**config.mk**
```make
export PLATFORM = sky130hd
export DESIGN_NAME = pipe_ctrl
export DESIGN_NICKNAME = d
export VERILOG_FILES = /design/src/rtl/pipe_ctrl_pkg.sv /design/src/rtl/pipe_perf_cnt.sv /design/src/rtl/pipe_ctrl.sv
export SDC_FILE = /design/constraint.sdc
export NUM_CORES = 1
export LEC_CHECK = 0
export BUFFER_PORTS_ARGS = -buffer_cell sky130_fd_sc_hd__buf_2
export CAP_MARGIN = 20
export CORE_MARGIN = 5
export CORE_UTILIZATION = 33
export CTS_BUF_LIST = sky130_fd_sc_hd__clkbuf_16
export CTS_CLUSTER_DIAMETER = 80
export CTS_CLUSTER_SIZE = 28
export DETAILED_ROUTE_END_ITERATION = 8
export PLACE_DENSITY = 0.66
export SLEW_MARGIN = 20
export SYNTH_ARGS = -nofsm -noshare
export SYNTH_HDL_FRONTEND = slang
export SYNTH_SLANG_ARGS = --single-unit
```
**constraint.sdc**
```tcl
create_clock -name clk_i -period 1.7 [get_ports clk_i]
set_input_delay 0.085 -clock clk_i [delete_from_list [all_inputs] [get_ports clk_i]]
set_output_delay 0.085 -clock clk_i [all_outputs]
set_load 0.005 [all_outputs]
```
**src/rtl/pipe_ctrl_pkg.sv**
```systemverilog
// Shared Y86-64 encodings and controller state type for pipe_ctrl.
// Holds the icode/register/status constants the hazard logic compares against.
package pipe_ctrl_pkg;

    localparam logic [3:0] IMRMOVQ = 4'h5;
    localparam logic [3:0] IOPQ    = 4'h6;
    localparam logic [3:0] IJXX    = 4'h7;
    localparam logic [3:0] IRET    = 4'h9;
    localparam logic [3:0] IPOPQ   = 4'hB;
    localparam logic [3:0] RNONE   = 4'hF;
    localparam logic [2:0] SAOK    = 3'd1;

    typedef enum logic [1:0] {
        CTRL_RUN  = 2'b00,
        CTRL_RET  = 2'b01,
        CTRL_HALT = 2'b10
    } ctrl_state_e;

    // Any status other than AOK (including a bubble status) counts as an exception.
    function automatic logic stat_exc(input logic [2:0] stat);
        return (stat != SAOK);
    endfunction

    function automatic logic load_use_hazard(
        input logic [3:0] e_icode,
        input logic [3:0] e_dstm,
        input logic [3:0] src_a,
        input logic [3:0] src_b
    );
        return ((e_icode == IMRMOVQ) || (e_icode == IPOPQ)) &&
               (e_dstm != RNONE) &&
               ((e_dstm == src_a) || (e_dstm == src_b));
    endfunction

endpackage

```
**src/rtl/pipe_perf_cnt.sv**
```systemverilog
// Saturating event counter: +1 per cycle inc_i is high, holds while freeze_i is high.
module pipe_perf_cnt #(
    parameter int W = 32
) (
    input  logic         clk_i,
    input  logic         rst_i,
    input  logic         inc_i,
    input  logic         freeze_i,
    output logic [W-1:0] cnt_o
);

    logic [W-1:0] cnt_d;
    logic [W-1:0] cnt_q;

    // Next count: stops at all-ones instead of wrapping.
    always_comb begin
        cnt_d = cnt_q;
        if (freeze_i) begin
            cnt_d = cnt_q;
        end else if (inc_i && (cnt_q != {W{1'b1}})) begin
            cnt_d = cnt_q + W'(1);
        end else begin
            cnt_d = cnt_q;
        end
    end

    // Count register.
    always_ff @(posedge clk_i or posedge rst_i) begin
        if (rst_i) begin
            cnt_q <= {W{1'b0}};
        end else begin
            cnt_q <= cnt_d;
        end
    end

    assign cnt_o = cnt_q;

endmodule

```
**src/rtl/pipe_ctrl.sv**
```systemverilog
// Y86-64 pipeline hazard controller: stall/bubble generation, ret drain and halt latch.
// Optional stall/bubble performance counters are built when PIPE_PERF_CNT_EN is defined.
module pipe_ctrl
    import pipe_ctrl_pkg::*;
#(
    parameter int RET_DRAIN_CYC = 3
`ifdef PIPE_PERF_CNT_EN
   ,parameter int CNT_W = 32
`endif
) (
    input  logic       clk_i,
    input  logic       rst_i,
    input  logic [3:0] D_icode_i,
    input  logic [3:0] d_srcA_i,
    input  logic [3:0] d_srcB_i,
    input  logic [3:0] E_icode_i,
    input  logic [3:0] E_dstM_i,
    input  logic       e_cnd_i,
    input  logic [2:0] m_stat_i,
    input  logic [2:0] W_stat_i,
    output logic       F_stall_o,
    output logic       D_stall_o,
    output logic       D_bubble_o,
    output logic       E_bubble_o,
    output logic       M_bubble_o,
    output logic       W_stall_o,
    output logic       set_cc_o,
    output logic       halted_o
`ifdef PIPE_PERF_CNT_EN
   ,output logic [CNT_W-1:0] perf_stall_o,
    output logic [CNT_W-1:0] perf_bubble_o
`endif
);

    localparam int DW = (RET_DRAIN_CYC > 2) ? $clog2(RET_DRAIN_CYC) : 1;

    ctrl_state_e   state_d;
    ctrl_state_e   state_q;
    logic [DW-1:0] cnt_d;
    logic [DW-1:0] cnt_q;
    logic          halted_q;
    logic          load_use_s;
    logic          mispred_s;
    logic          m_exc_s;
    logic          w_exc_s;
    logic          ret_go_s;

    // Raw hazard conditions; a ret only launches from RUN when nothing older blocks it.
    always_comb begin
        load_use_s = load_use_hazard(E_icode_i, E_dstM_i, d_srcA_i, d_srcB_i);
        mispred_s  = (E_icode_i == IJXX) && !e_cnd_i;
        m_exc_s    = stat_exc(m_stat_i);
        w_exc_s    = stat_exc(W_stat_i);
        ret_go_s   = (state_q == CTRL_RUN) && (D_icode_i == IRET) && !load_use_s && !mispred_s;
    end

    // Zero-latency stage controls; forced low while reset is asserted.
    always_comb begin
        F_stall_o  = 1'b0;
        D_stall_o  = 1'b0;
        D_bubble_o = 1'b0;
        E_bubble_o = 1'b0;
        M_bubble_o = 1'b0;
        W_stall_o  = 1'b0;
        set_cc_o   = 1'b0;
        if (rst_i) begin
            F_stall_o = 1'b0;
        end else begin
            case (state_q)
                CTRL_RUN: begin
                    F_stall_o  = load_use_s | ret_go_s;
                    D_stall_o  = load_use_s;
                    D_bubble_o = mispred_s | ret_go_s;
                    E_bubble_o = mispred_s | load_use_s;
                    M_bubble_o = m_exc_s | w_exc_s;
                    W_stall_o  = w_exc_s;
                    set_cc_o   = (E_icode_i == IOPQ) && !m_exc_s && !w_exc_s;
                end
                CTRL_RET: begin
                    F_stall_o  = 1'b1;
                    D_bubble_o = 1'b1;
                    M_bubble_o = m_exc_s | w_exc_s;
                    W_stall_o  = w_exc_s;
                    set_cc_o   = (E_icode_i == IOPQ) && !m_exc_s && !w_exc_s;
                end
                CTRL_HALT: begin
                    F_stall_o  = 1'b1;
                    D_stall_o  = 1'b1;
                    M_bubble_o = 1'b1;
                    W_stall_o  = 1'b1;
                end
                default: begin
                    F_stall_o = 1'b0;
                end
            endcase
        end
    end

    // Next state: a W exception wins over both ret launch and drain exit.
    always_comb begin
        state_d = state_q;
        cnt_d   = cnt_q;
        case (state_q)
            CTRL_RUN: begin
                if (w_exc_s) begin
                    state_d = CTRL_HALT;
                    cnt_d   = {DW{1'b0}};
                end else if (ret_go_s) begin
                    state_d = CTRL_RET;
                    cnt_d   = DW'(RET_DRAIN_CYC - 1);
                end else begin
                    state_d = CTRL_RUN;
                end
            end
            CTRL_RET: begin
                if (w_exc_s) begin
                    state_d = CTRL_HALT;
                    cnt_d   = {DW{1'b0}};
                end else if (cnt_q == DW'(1)) begin
                    state_d = CTRL_RUN;
                    cnt_d   = {DW{1'b0}};
                end else begin
                    cnt_d   = cnt_q - DW'(1);
                end
            end
            CTRL_HALT: begin
                state_d = CTRL_HALT;
            end
            default: begin
                state_d = CTRL_RUN;
                cnt_d   = {DW{1'b0}};
            end
        endcase
    end

    // State, drain counter and registered halt flag.
    always_ff @(posedge clk_i or posedge rst_i) begin
        if (rst_i) begin
            state_q  <= CTRL_RUN;
            cnt_q    <= {DW{1'b0}};
            halted_q <= 1'b0;
        end else begin
            state_q  <= state_d;
            cnt_q    <= cnt_d;
            halted_q <= (state_d == CTRL_HALT);
        end
    end

    assign halted_o = halted_q;

`ifdef PIPE_PERF_CNT_EN
    pipe_perf_cnt #(.W(CNT_W)) u_stall_cnt (
        .clk_i    (clk_i),
        .rst_i    (rst_i),
        .inc_i    (F_stall_o),
        .freeze_i (state_q == CTRL_HALT),
        .cnt_o    (perf_stall_o)
    );

    pipe_perf_cnt #(.W(CNT_W)) u_bubble_cnt (
        .clk_i    (clk_i),
        .rst_i    (rst_i),
        .inc_i    (D_bubble_o | E_bubble_o),
        .freeze_i (state_q == CTRL_HALT),
        .cnt_o    (perf_bubble_o)
    );
`endif

endmodule
```
Word-level counts from Yosys, hierarchy flattened:

Index checks and enable logic that the tools add are counted.
W data, S select, Z words.

* bits in registers: 5
* output and inout bits: 8
* bits of input ports: 29

* bitwise gates (word level): 5
* eq/ne operators: 15
* mux-type cells: 24
* add/subtract/negate cells: 1
* reductions and logical operators: 19

Operators by type and width (number)
* $mux W2: 7
* $eq A4 B3 Y1 const B: 3
* $pmux W2 S3: 2
* $mux W1: 10
* $pmux W1 S2: 5
* $eq A4 B4 Y1: 2
* $eq A4 B4 Y1 const B: 2
* $logic_and A1 B1 Y1: 8
* $ne A3 B1 Y1 const B: 2
* $logic_not A1 Y1: 5
* $eq A2 B1 Y1 const B: 2
* $eq A2 B2 Y1 const B: 2
* $ne A4 B4 Y1 const B: 1
* $or A1 B1 Y1: 4
* $reduce_or A2 Y1: 2
* $ne A3 B3 Y1 const B: 1
* $logic_not A2 Y1: 1
* $logic_or A1 B1 Y1: 2
* $reduce_and A2 Y1: 1
* $sub A2 B1 Y2 const B: 1
* $not A1 Y1: 1

Longest topological paths before layout:

* word-level depth: 11
* depth in mapped cells: 7
* mapped depth without buffers: 7

Worst setup path before layout:

Ideal clock, no wire load.

* path kind: register -> output
* from: reg halted_o (netlist name)
* to: out F_stall_o
* cell stages (with the launch flop): 8
* buffers on the path: 0
* arrival: 1495 ps
* path slack: 120 ps
* path through: dfrtp_1 > inv_1 > ha_1 > nand4b_1 > nor2_1 > nand2b_1 > or2_1 > a211oi_2

RTL lines
* end: declaration: RTL line pipe_ctrl.sv:21 `output logic F_stall_o,`

Worst setup path after layout:

* from: reg state_q[0]
* to: out F_stall_o

* cells in the longest elaborated chain, start to end: 7
* elaborated cells on any way between the ends: 10
* classes of those cells: eq/ne: 2; mux: 2; bitwise: 1; reduce/logical: 5

Ends and longest elaborated chain
* start: declaration: RTL line pipe_ctrl.sv:38 `ctrl_state_e state_q;`
* start signal: assignment: RTL line pipe_ctrl.sv:143 `state_q <= state_d;`
* $logic_not A2 Y1: RTL line pipe_ctrl.sv:54, pipe_ctrl.sv:69
* $logic_and A1 B1 Y1 (3 in series): RTL line pipe_ctrl.sv:54 `ret_go_s = (state_q == CTRL_RUN) && (D_icode_i == IRET) && !load_use_s && !mispred_s;`
* $or A1 B1 Y1: RTL line pipe_ctrl.sv:71 `F_stall_o = load_use_s | ret_go_s;`
* $pmux W1 S2 *: RTL line pipe_ctrl.sv:69 `case (state_q)`
* $mux W1 *: RTL line pipe_ctrl.sv:66 `if (rst_i) begin`

Mark *: on every way between the ends. The rest lies on a longest branch, timed or not.

==> metrics.md <==
| Metric | Value |
|---|---|
| Synthesized area | ~550 um2 |
| P&R area growth vs syn | 81.0% |
| Minimum clock period | 1.77 ns |
| Prevailing post-synth register cell | dfrtp_1 |
| Num Clock Sinks | 4 |
| Nets@finish | 153 |
| Failing checks | negative setup slack |
| Post-route insts no fill | 133 |
| Startpoint Class | flip-flop |
| Vias in the first global route | approximately 700 |
| Remaining DRCs | 0 |
| Critical Path RT | ~1.6 ns |
| FP Rows | 14 |
| Routability cong. | 0.835 |
| Outcome | finished with violations |
| Initial Util | 0.355 |
| Initial antenna violation count | 0 |
| Cell variety after synth | 30 |
| Vias/cell | ~5.2 |
| Cell count after placement | between 100 and 150 |
| Layout filler cell count | approximately 130 |
| Unrepaired setup endpoints after global routing | true |
| Avg Cell Area, Syn | 8.54 um2 |
| Final WS setup | -0.0702 ns |
| Inserted Clock Buffers | 3 |
| Clock Latency Late Sink | 0.23 ns |
| # H-tree levels | 1 |
| IR drop worst, VDD | about 0.00073 V |
| Initial DRC Count | 8 |
| Wirelength per Cell | around 14 um |
| Layout Skew | approximately 0.0030 ns |
| Crit path DAT | around 1.7 ns |
| Area share of the largest cell type after synthesis | 0.183 |
| Crit Path Class | reg -> out |
| HP Class | in -> reg |
| Place WS | about 0.068 ns |
| Sequential share of the synthesized area | 0.183 |
| Critical path fanouts, max | 2 |
| WL final | around 1900 um |
| Clock slew at reported path FFs | around 0.030 ns |
| First-pass GRT wire length | about 3200 um |
| CP Capture Type | primary output |
| Post-Synthesis Cells | between 60 and 70 |
| Clk buf depth | 2 |
| Synth Register Bits | 4 |
| Post-synth ARST share | 1.00 |
| Worst-Margin Slew | 0.374 ns |
| Commonest cells post-synth | 8 x xnor2_1, 7 x nor2_1, 5 x ha_1 |
| Core footprint | 1540 um2 |
| Storage element area | 100 um2 |
| Final Setup Violations | 2 |
| # port buffers | 36 |
| Post-DP Area | 777 um2 |
| Die area | around 2600 um2 |
| Largest net degree at the start of global routing | 8 |
| Clock root buffer | clkbuf_16 |
| Die width | between 50 and 60 um |
| Final hold vios | 0 |
| Top cells by area, synth | dfrtp_1 18%, xnor2_1 13%, ha_1 11% |
| Area occupied by multi-input gates | ~480 um2 |
| DR vias | between 600 and 700 |
| Warnings, synthesis | 0 |
| Syn Nets | slightly below 100 |
| Count leader, synth | xnor2_1 |
| Congestion Overflow GR | 0 |
| IO Pins | 37 |
| CTS tree | done |
| Yosys top cell by area | dfrtp_1 |
| Leakage | ~0.00045 uW |
| Post-DP HPWL | 1350 um |
| Antenna Cells | 0 |
| PD cells | ~560 nW/um2 |
| Tcrit/Tclk final | 1.04 |
| Max Clk Rate | ~560 MHz |
| Final Instance Area | ~1000 um2 |
| Die Y | 50.7 um |
| Max_slew headroom | 0.750 |
| Maxcap violations | 0 |
| GR Util All Layers | 0.159 |
| EDFF count, synth | 0 |
| Antenna Nets Post-Route | 0 |
| Fraction of layout instances using a drive strength above 1 | 0.564 |
| Initial DRT Pass Iterations | 4 |
| Slew Viols, Final | 0 |
critical path, cell delays in order, from the launching register on:
cell and delay [ns]:
dfrtp_1 0.37, inv_2 0.08, ha_4 0.13, nand4b_1 0.10
nor2_2 0.13, nand2b_1 0.09, or2_1 0.24, a211oi_2 0.17
buf_2 0.14
cell families after synthesis:
kind of cell    after synthesis  share of synthesized area
simple gates                 26                      0.293
flops                         4                      0.183
buf+inv                       4                     0.0275
mux                           1                     0.0183
fa+ha+maj                     5                      0.114
compound gates               16                      0.236
xor+xnor                      8                      0.128
path summary, 6_finish.rpt:
kind	startpoint	end	slack [ns]	depth (start not counted)
setup / recovery	state_q[0]	F_stall_o	-0.07	8
hold / removal	W_stat_i[2]	state_q[0]	0.29	4
setup reg to reg	state_q[0]	cnt_q[0]	0.01	9
hold reg to reg	cnt_q[1]	cnt_q[1]	0.49	1
max in group asynchronous	rst_i	halted_o	1.13	3
min in group asynchronous	rst_i	cnt_q[0]	0.39	3
registers in the layout (all words and copies together) (netlist names):
register	cells
state_q	1
cnt_q	2
halted_o	1
power by group:
| part | internal, uW | switching (uW) |
|---|---|---|
| Sequential | 95.9 | 0 |
| Clock | 301 | 70.9 |
| Combinational | 48.7 | 36.1 |
placed cells by master, fill, tap and decap left out, types with 3 or more instances in the layout:
cell       Yosys  layout
a21oi_1        3       3
nand4_1        3       3
nor2_1         7       6
buf_4          0      11
clkbuf_16      0       3
xnor2_1        8       8
dfrtp_1        4       4
buf_2          0      36
ha_1           5       3
routing by layer:
metal / share of wire / GRT usage / up-vias
li1: - / - / 344
met1: 0.41 / 0.179 / 315
met2: 0.50 / 0.279 / 26
met3: 0.078 / 0.0592 / 2
met4: 0.0068 / 0.0383 / 0
met5: 0 / 0 / -
cell type report:
type / instances / share of cell area
Multi-Input combinational cell: 56 / 0.489
Timing Repair Buffer: 50 / 0.298
Sequential cell: 4 / 0.101
Clock buffer: 3 / 0.0759
Tap cell: 16 / 0.0202
Inverter: 4 / 0.0152
timing repair:
item | in CTS | in global routing
setup endpoints to repair | 2 | 6
gates cloned | 0 | 0
setup buffers | 8 | 2
gates resized for setup | 7 | 6
pin swaps | 5 | 4
hold buffers | 1 | 0
endpoints found under the hold margin | 4 | 0
through the flow:
step | power [uW] | setup TNS, ns | hold WS (ns) | util
final | 553 | -0.0788 | 0.288 | 0.642
after global routing | 574 | -0.559 | 0.314 | 0.642
after CTS | 557 | -0.145 | 0.251 | 0.618
after detailed placement | 179 | 0 | 0.0608 | 0.504
after global placement | 178 | 0 | 0.0607 | 0.504
after floorplan | 131 | 0 | -0.136 | -
(Power assumes the default switching activity.)
